[config.mk]
export PLATFORM = sky130hd
export DESIGN_NAME = tri_bus_arbiter
export DESIGN_NICKNAME = d
export VERILOG_FILES = /design/src/rtl/tri_bus_arbiter.sv
export SDC_FILE = /design/constraint.sdc
export NUM_CORES = 1
export LEC_CHECK = 0
export CAP_MARGIN = 20
export CORE_MARGIN = 2
export CORE_UTILIZATION = 50
export CTS_BUF_LIST = sky130_fd_sc_hd__clkbuf_16
export DETAILED_ROUTE_END_ITERATION = 6
export PLACE_DENSITY = 0.75
export SETUP_SLACK_MARGIN = 0.5
export SLEW_MARGIN = 20
export SYNTH_ARGS = -nofsm -noshare
export SYNTH_HDL_FRONTEND = slang
export SYNTH_SLANG_ARGS = --single-unit
[constraint.sdc]
create_clock -name iClk -period 3.2 [get_ports iClk]
set_clock_uncertainty 0.1 [all_clocks]
set_input_delay 0.8 -clock iClk [delete_from_list [all_inputs] [get_ports iClk]]
set_output_delay 0.8 -clock iClk [all_outputs]
set_load 0.02 [all_outputs]
[src/rtl/tri_bus_arbiter.sv]
`default_nettype none
// ============================================================================
// Module      : tri_bus_arbiter
// Description : Round-robin enable generator for a shared tri-state bus with
//               turnaround (bus-float) cycles inserted between owners.
// Revision    : 1.0 - initial release
// ============================================================================
module tri_bus_arbiter #(
   parameter int N        = 4,
   parameter int W        = 2,
   parameter int MAX_HOLD = 8,
   parameter int TURN_CYC = 1
) (
   input  logic         iClk,
   input  logic         iRst,
   input  logic [N-1:0] iReq,
   output logic [N-1:0] oEna,
   output logic [W-1:0] oOwner,
   output logic         oBusy,
   output logic         oTurn
);

   localparam int CW = $clog2(MAX_HOLD + 1);
   localparam int TW = $clog2(TURN_CYC + 1);

   localparam logic [CW-1:0] c_max_hold = CW'(MAX_HOLD);
   localparam logic [CW-1:0] c_cnt_one  = CW'(1);
   localparam logic [TW-1:0] c_turn_cyc = TW'(TURN_CYC);
   localparam logic [TW-1:0] c_tcnt_one = TW'(1);
   localparam logic [W-1:0]  c_last     = W'(N - 1);
   localparam logic [W:0]    c_n_ext    = (W + 1)'(N);
   localparam logic [N-1:0]  c_one      = N'(1);

   typedef enum logic [1:0] {
      IDLE = 2'd0,
      OWN  = 2'd1,
      TURN = 2'd2
   } state_t;

   state_t        state_q, state_d;
   logic [W-1:0]  ptr_q, ptr_d;
   logic [CW-1:0] cnt_q, cnt_d;
   logic [TW-1:0] tcnt_q, tcnt_d;
   logic [N-1:0]  ena_q, ena_d;
   logic [W-1:0]  owner_q, owner_d;
   logic          busy_q, busy_d;
   logic          turn_q, turn_d;

   logic          gnt_vld;
   logic [W-1:0]  gnt_idx;
   logic [W:0]    scan_sum;
   logic [W-1:0]  scan_sel;

   // First requester at or above ptr, wrapping modulo N.
   always_comb begin
      gnt_vld  = 1'b0;
      gnt_idx  = '0;
      scan_sum = '0;
      scan_sel = '0;
      for (int i = 0; i < N; i++) begin
         scan_sum = {1'b0, ptr_q} + (W + 1)'(i);
         if (scan_sum >= c_n_ext) begin
            scan_sum = scan_sum - c_n_ext;
         end
         scan_sel = scan_sum[W-1:0];
         if (!gnt_vld && iReq[scan_sel]) begin
            gnt_vld = 1'b1;
            gnt_idx = scan_sel;
         end
      end
   end

   always_comb begin
      state_d = state_q;
      ptr_d   = ptr_q;
      cnt_d   = cnt_q;
      tcnt_d  = tcnt_q;
      ena_d   = ena_q;
      owner_d = owner_q;
      busy_d  = busy_q;
      turn_d  = turn_q;
      case (state_q)
         IDLE: begin
            if (gnt_vld) begin
               state_d = OWN;
               ena_d   = c_one << gnt_idx;
               owner_d = gnt_idx;
               busy_d  = 1'b1;
               cnt_d   = c_cnt_one;
            end
         end
         OWN: begin
            if (!iReq[owner_q] || (cnt_q == c_max_hold)) begin
               state_d = TURN;
               ena_d   = '0;
               busy_d  = 1'b0;
               turn_d  = 1'b1;
               ptr_d   = (owner_q == c_last) ? '0 : owner_q + 1'b1;
               cnt_d   = '0;
               tcnt_d  = c_tcnt_one;
            end else begin
               cnt_d = cnt_q + 1'b1;
            end
         end
         TURN: begin
            // tcnt_q counts the float cycle currently being shown on the bus.
            if (tcnt_q == c_turn_cyc) begin
               state_d = IDLE;
               turn_d  = 1'b0;
               tcnt_d  = '0;
            end else begin
               tcnt_d = tcnt_q + 1'b1;
            end
         end
         default: begin
            state_d = IDLE;
            ena_d   = '0;
            busy_d  = 1'b0;
            turn_d  = 1'b0;
         end
      endcase
   end

   always_ff @(posedge iClk) begin
      if (iRst) begin
         state_q <= IDLE;
         ptr_q   <= '0;
         cnt_q   <= '0;
         tcnt_q  <= '0;
         ena_q   <= '0;
         owner_q <= '0;
         busy_q  <= 1'b0;
         turn_q  <= 1'b0;
      end else begin
         state_q <= state_d;
         ptr_q   <= ptr_d;
         cnt_q   <= cnt_d;
         tcnt_q  <= tcnt_d;
         ena_q   <= ena_d;
         owner_q <= owner_d;
         busy_q  <= busy_d;
         turn_q  <= turn_d;
      end
   end

   assign oEna   = ena_q;
   assign oOwner = owner_q;
   assign oBusy  = busy_q;
   assign oTurn  = turn_q;

endmodule
`default_nettype wire

---- Yosys cells after proc, flatten, opt, wreduce, memory -nomap -nowiden ----
Index checks and enable logic that the tools add are counted.
operators by class
  add/subtract/negate cells ............... 10
  $lt $le $gt $ge ......................... 9
  equal/unequal tests ..................... 7
  shifts and indexed selects .............. 1
  multiplexer cells ....................... 41
  bitwise operators ....................... 2
  reduce and logical (&&, ||, !) cells .... 18
operator list
  kind                 number
  $mux 2               12
  $mux 4               4
  $lt 2x3->1 const B   5
  $mux 1               14
  $pmux 4 s3           1
  $bmux 1 s2           5
  $ge 3x3->1 const B   3
  $reduce_and 3->1     3
  $pmux 4 s2           1
  $reduce_and 2->1     4
  $sub 2x1->2 const B  4
  $add 2x2->3 const B  2
  $ne 2x2->1 const B   3
  $pmux 1 s3           2
  $pmux 2 s3           1
  $add 4x1->4 const B  1
  $eq 2x2->1 const B   2
  $eq 4x4->1 const B   1
  $logic_not 1->1      4
  $reduce_bool 2->1    2
  $shl 1x2->4 const A  1
  $add 2x1->3 const B  1
  $ge 2x3->1 const B   1
  $logic_and 1x1->1    3
  7 further kinds      8
word-level totals
  bits in registers ....................... 17
  output and inout bits ................... 8
  logic and storage cells ................. 96

---- Depth between registers and ports, before layout ----
  word-level depth ........................ 17
  depth in mapped cells ................... 6

---- Worst setup path before layout ----
No wires, ideal clock.
  path kind ............................... in2reg
  start ................................... in iReq[3]
  end ..................................... reg ena_q[0], in the netlist oEna[0]
  library setup time ...................... 0.117 ns
  arrival ................................. 1.777 ns
  required time ........................... 2.983 ns
  setup slack ............................. 1.206 ns
  stages on the path ...................... 4
  path through ............................ mux4_2 > nand3_4 > a211oi_4 > a32o_2
on the way
  cells in the longest elaborated chain, start to end .. 15
  elaborated cells on any way between the ends .. 32
  classes of those cells .................. 2 x eq/ne; 1 x shift; 20 x mux; 9 x reduce/logical
ends and longest elaborated chain
  element                       line  RTL
  start: declaration            16    input logic [N-1:0] iReq,
  $bmux 1 s2                    66    if (!gnt_vld && iReq[scan_sel]) begin
  $mux 1 (implied by the code)  66
  $mux 1                        66
  $logic_not 1->1               66
  $logic_and 1x1->1             66
  $mux 1                        66
  $logic_not 1->1               66
  $logic_and 1x1->1             66
  $mux 1                        66
  $logic_not 1->1               66
  $logic_and 1x1->1             66
  $mux 2                        66
  $shl 1x2->4                   86    ena_d = c_one << gnt_idx;
  $mux 4                        84    if (gnt_vld) begin
  $pmux 4 s3                    82    case (state_q)
  end signal: assignment        139   ena_q <= ena_d;
  end: declaration              44    logic [N-1:0] ena_q, ena_d;
Parallel ways exist; a longest one is shown, timed or not. The select of a mux whose other input is x is not followed.
A chain may end at the register's enable or synchronous reset.

---- Worst setup path in the final report ----
  start ................................... in iReq[3]
  end ..................................... reg ena_q[1], in the netlist oEna[1]
The elaborated chain is that of the path after synthesis.

==> results.json <==
{
  "setup.worst_path.class": "in -> reg",
  "drv_cap": 0,
  "ys_seq_area_frac": 0.382,
  "numClockSinks": 17,
  "end_kind": "flip-flop",
  "grt_start_max_net_pins": 15,
  "r2r-start": "oOwner[0]",
  "coreArea_um2": 1710,
  "drt_wl_total_um": 1880,
  "syn_avg_cell_area_um2": 9.68,
  "synth_nets": 101,
  "worst_slew_pin_slew_ns": 0.532,
  "clockBufferDepth": 2,
  "dp_hpwl_um": 1350,
  "numPortBuffers": 13,
  "cp_num_buf_inv": 1,
  "wl_per_cell_um": 14.1,
  "rsz0062_at_grt": "false",
  "track_usage": 0.206,
  "cp_data_required_time_ns": 3.23,
  "total_power_mw": 0.634,
  "drc": 0,
  "run_status": "finished clean",
  "vdd_ir_drop_max_mv": 0.469,
  "vias": 782,
  "first_pass_iters": 4,
  "grt_pass1_vias": 720,
  "timing.final.ws_setup_ns": 0.756,
  "fin_crit_ns": 2.44,
  "tns_ns": 0,
  "yosys.area.top_type": "dfxtp_1",
  "io_pins": 14,
  "finalHoldViolCount": 0,
  "r2r_slack_ns": 1.44,
  "fmax_ghz": 0.409,
  "cts_hold_buf": 0,
  "syn_area_um2": 891,
  "htreeDepth": 1,
  "crit_path_start_kind": "input pin",
  "slew_violations": 0,
  "top_usage_layer": "met2",
  "hold_depth": 1,
  "cp_top_family": "multiplexers",
  "gp_congestion": 0.827,
  "p_leak_nw": 0.425,
  "timing.critical_path.from": "iReq[3]",
  "grt_pass1_wl_um": 3150,
  "synthTopCellsByArea": "dfxtp_1 38%, a21oi_1 5.6%, a32o_2 5.1%, ha_1 4.2%, mux2i_1 3.4%",
  "initial_utilization": 0.522,
  "drive_gt1_frac": 0.157,
  "period_share": 0.764,
  "die_w_um": 46.2,
  "fillers": 140,
  "row_count": 15,
  "insertion_delay_ns": 0.24,
  "grt_util_met2": 0.331,
  "cts_buffers": 3,
  "gr-usage-met1": 0.274,
  "detail-route-antenna-nets": 0,
  "crit_fanout": 7,
  "drt_iter0_drc": 24,
  "fin_nets": 118,
  "hold_class": "reg -> reg",
  "ys_types": 37,
  "cts.clk_slew.worst_paths_ns": 0.05,
  "dieArea_um2": 2140,
  "via_per_inst": 5.88,
  "dp_slack_ns": 0.520,
  "tritoncts": "done",
  "ys_warn_count": 0,
  "synthCells": 92,
  "cts_resized": 0,
  "powerDensity_nw_per_um2": 561,
  "cp_slowest_stage_delay_ns": 0.65,
  "slew_headroom": 0.643,
  "hold_start": "oBusy",
  "met3_usage": 0.0471,
  "crit_path_top_delay_cell": "mux4_2",
  "critPathArrivalTime_ns": 2.48,
  "ys_seq_elements": 17,
  "setup-violations-final": 0,
  "r2r_end": "oEna[1]",
  "synth.top_cell.area_share": 0.382,
  "post_cts_buffers": 0,
  "antenna_found_initial": 0,
  "grt_remaining_overflow": 0,
  "reg2regPathDepth": 4,
  "n_antenna_cell": 0,
  "dieHeight_um": 46.2,
  "worstPathCellList": "clkdlybuf4s50_1 -> mux4_2 -> nand3_4 -> a211oi_4 -> a32o_2",
  "syn_to_final_growth_pct": 26.8,
  "worst_hold_path.endpoint": "oBusy",
  "cts_root_buf": "clkbuf_16"
}
how the worst max path moves through the flow:
stage,depth (start not counted),end
after floorplan,4,oEna[0]
after global placement,5,ptr_q[0]
after detailed placement,5,ptr_q[0]
after CTS,5,oEna[1]
after global routing,5,ptr_q[1]
final,5,oEna[1]
cell families after synthesis:
group                    count (synthesis)  synth area share
AO/OA/AOI/OAI                           28             0.250
buffers and inverters                    8            0.0351
AND/OR/NAND/NOR                         30             0.209
multiplexers                             5            0.0716
adder cells (fa/ha/maj)                  3            0.0421
XOR/XNOR                                 1           0.00983
flip-flops                              17             0.382
final cells by class:
type	instances	area [um2]	area share
clock buffers	3	75.1	0.0664
clock inverters	1	3.75	0.00332
inverters	6	22.5	0.0199
multi-input cells	67	519	0.460
flip-flops and latches	17	340	0.301
well taps	25	31.3	0.0277
repair buffers	14	138	0.122
worst register-to-register path, stage by stage, from the launching register on:
cell and delay [ns]:
dfxtp_1 0.41, mux4_2 0.65, nand3_4 0.15, a211oi_4 0.09
a32o_2 0.24
per-stage QoR:
step	instance area, um2	hold WS [ns]	instances	utilization
2_1_floorplan	891	0.374	92	-
3_3_place_gp	1050	0.338	129	0.615
3_5_place_dp	1050	0.347	129	0.615
4_1_cts	1130	0.358	133	0.662
5_1_grt	1130	0.381	133	0.662
6_report	1130	0.351	133	0.662
report_power, final:
part / internal, mW / switching (mW)
Clock: 0.165 / 0.0732
Sequential: 0.232 / 0.0204
Combinational: 0.0638 / 0.0791
cell usage in the layout (no fill, tap or decap), types with 3 or more instances in the layout:
master           netlist  routed
nor2_1                 8       8
clkdlybuf4s50_1        0      13
dfxtp_1               17      17
a21oi_1               10      10
o21ai_0                3       3
mux2i_1                3       3
a32o_2                 4       4
inv_1                  6       7
ha_1                   3       3
nand2_1                6       6
clkbuf_16              0       3
Yosys cell counts (all sizes together):
cell type  number
nor3            3
inv             6
o41ai           1
a21o            1
o21a            1
o21ai           3
mux4            1
dfxtp          17
mux2            1
mux2i           3
and2b           1
a21oi          11
nand4           2
buf             1
ha              3
o22ai           1
o221ai          1
a2111oi         1
nor2            8
nand2           6
o22a            1
nor4            2
nand3b          1
nand3           2
clkbuf          1
o31ai           1
or3             3
nand2b          2
a211oi          1
a31oi           1
a32o            4
xnor2           1
routing by layer:
metal	wire [um]	vias to the layer above
met3	83	2
met2	925	22
met4	12	0
li1	-	378
met5	0	-
met1	855	380
registers in the layout (all words and copies together) (netlist names):
name and count:
cnt_q 4, oEna 4, oOwner 2, ptr_q 2
state_q 2, oBusy 1, oTurn 1, tcnt_q 1
Power figures use the tool's default switching activity.
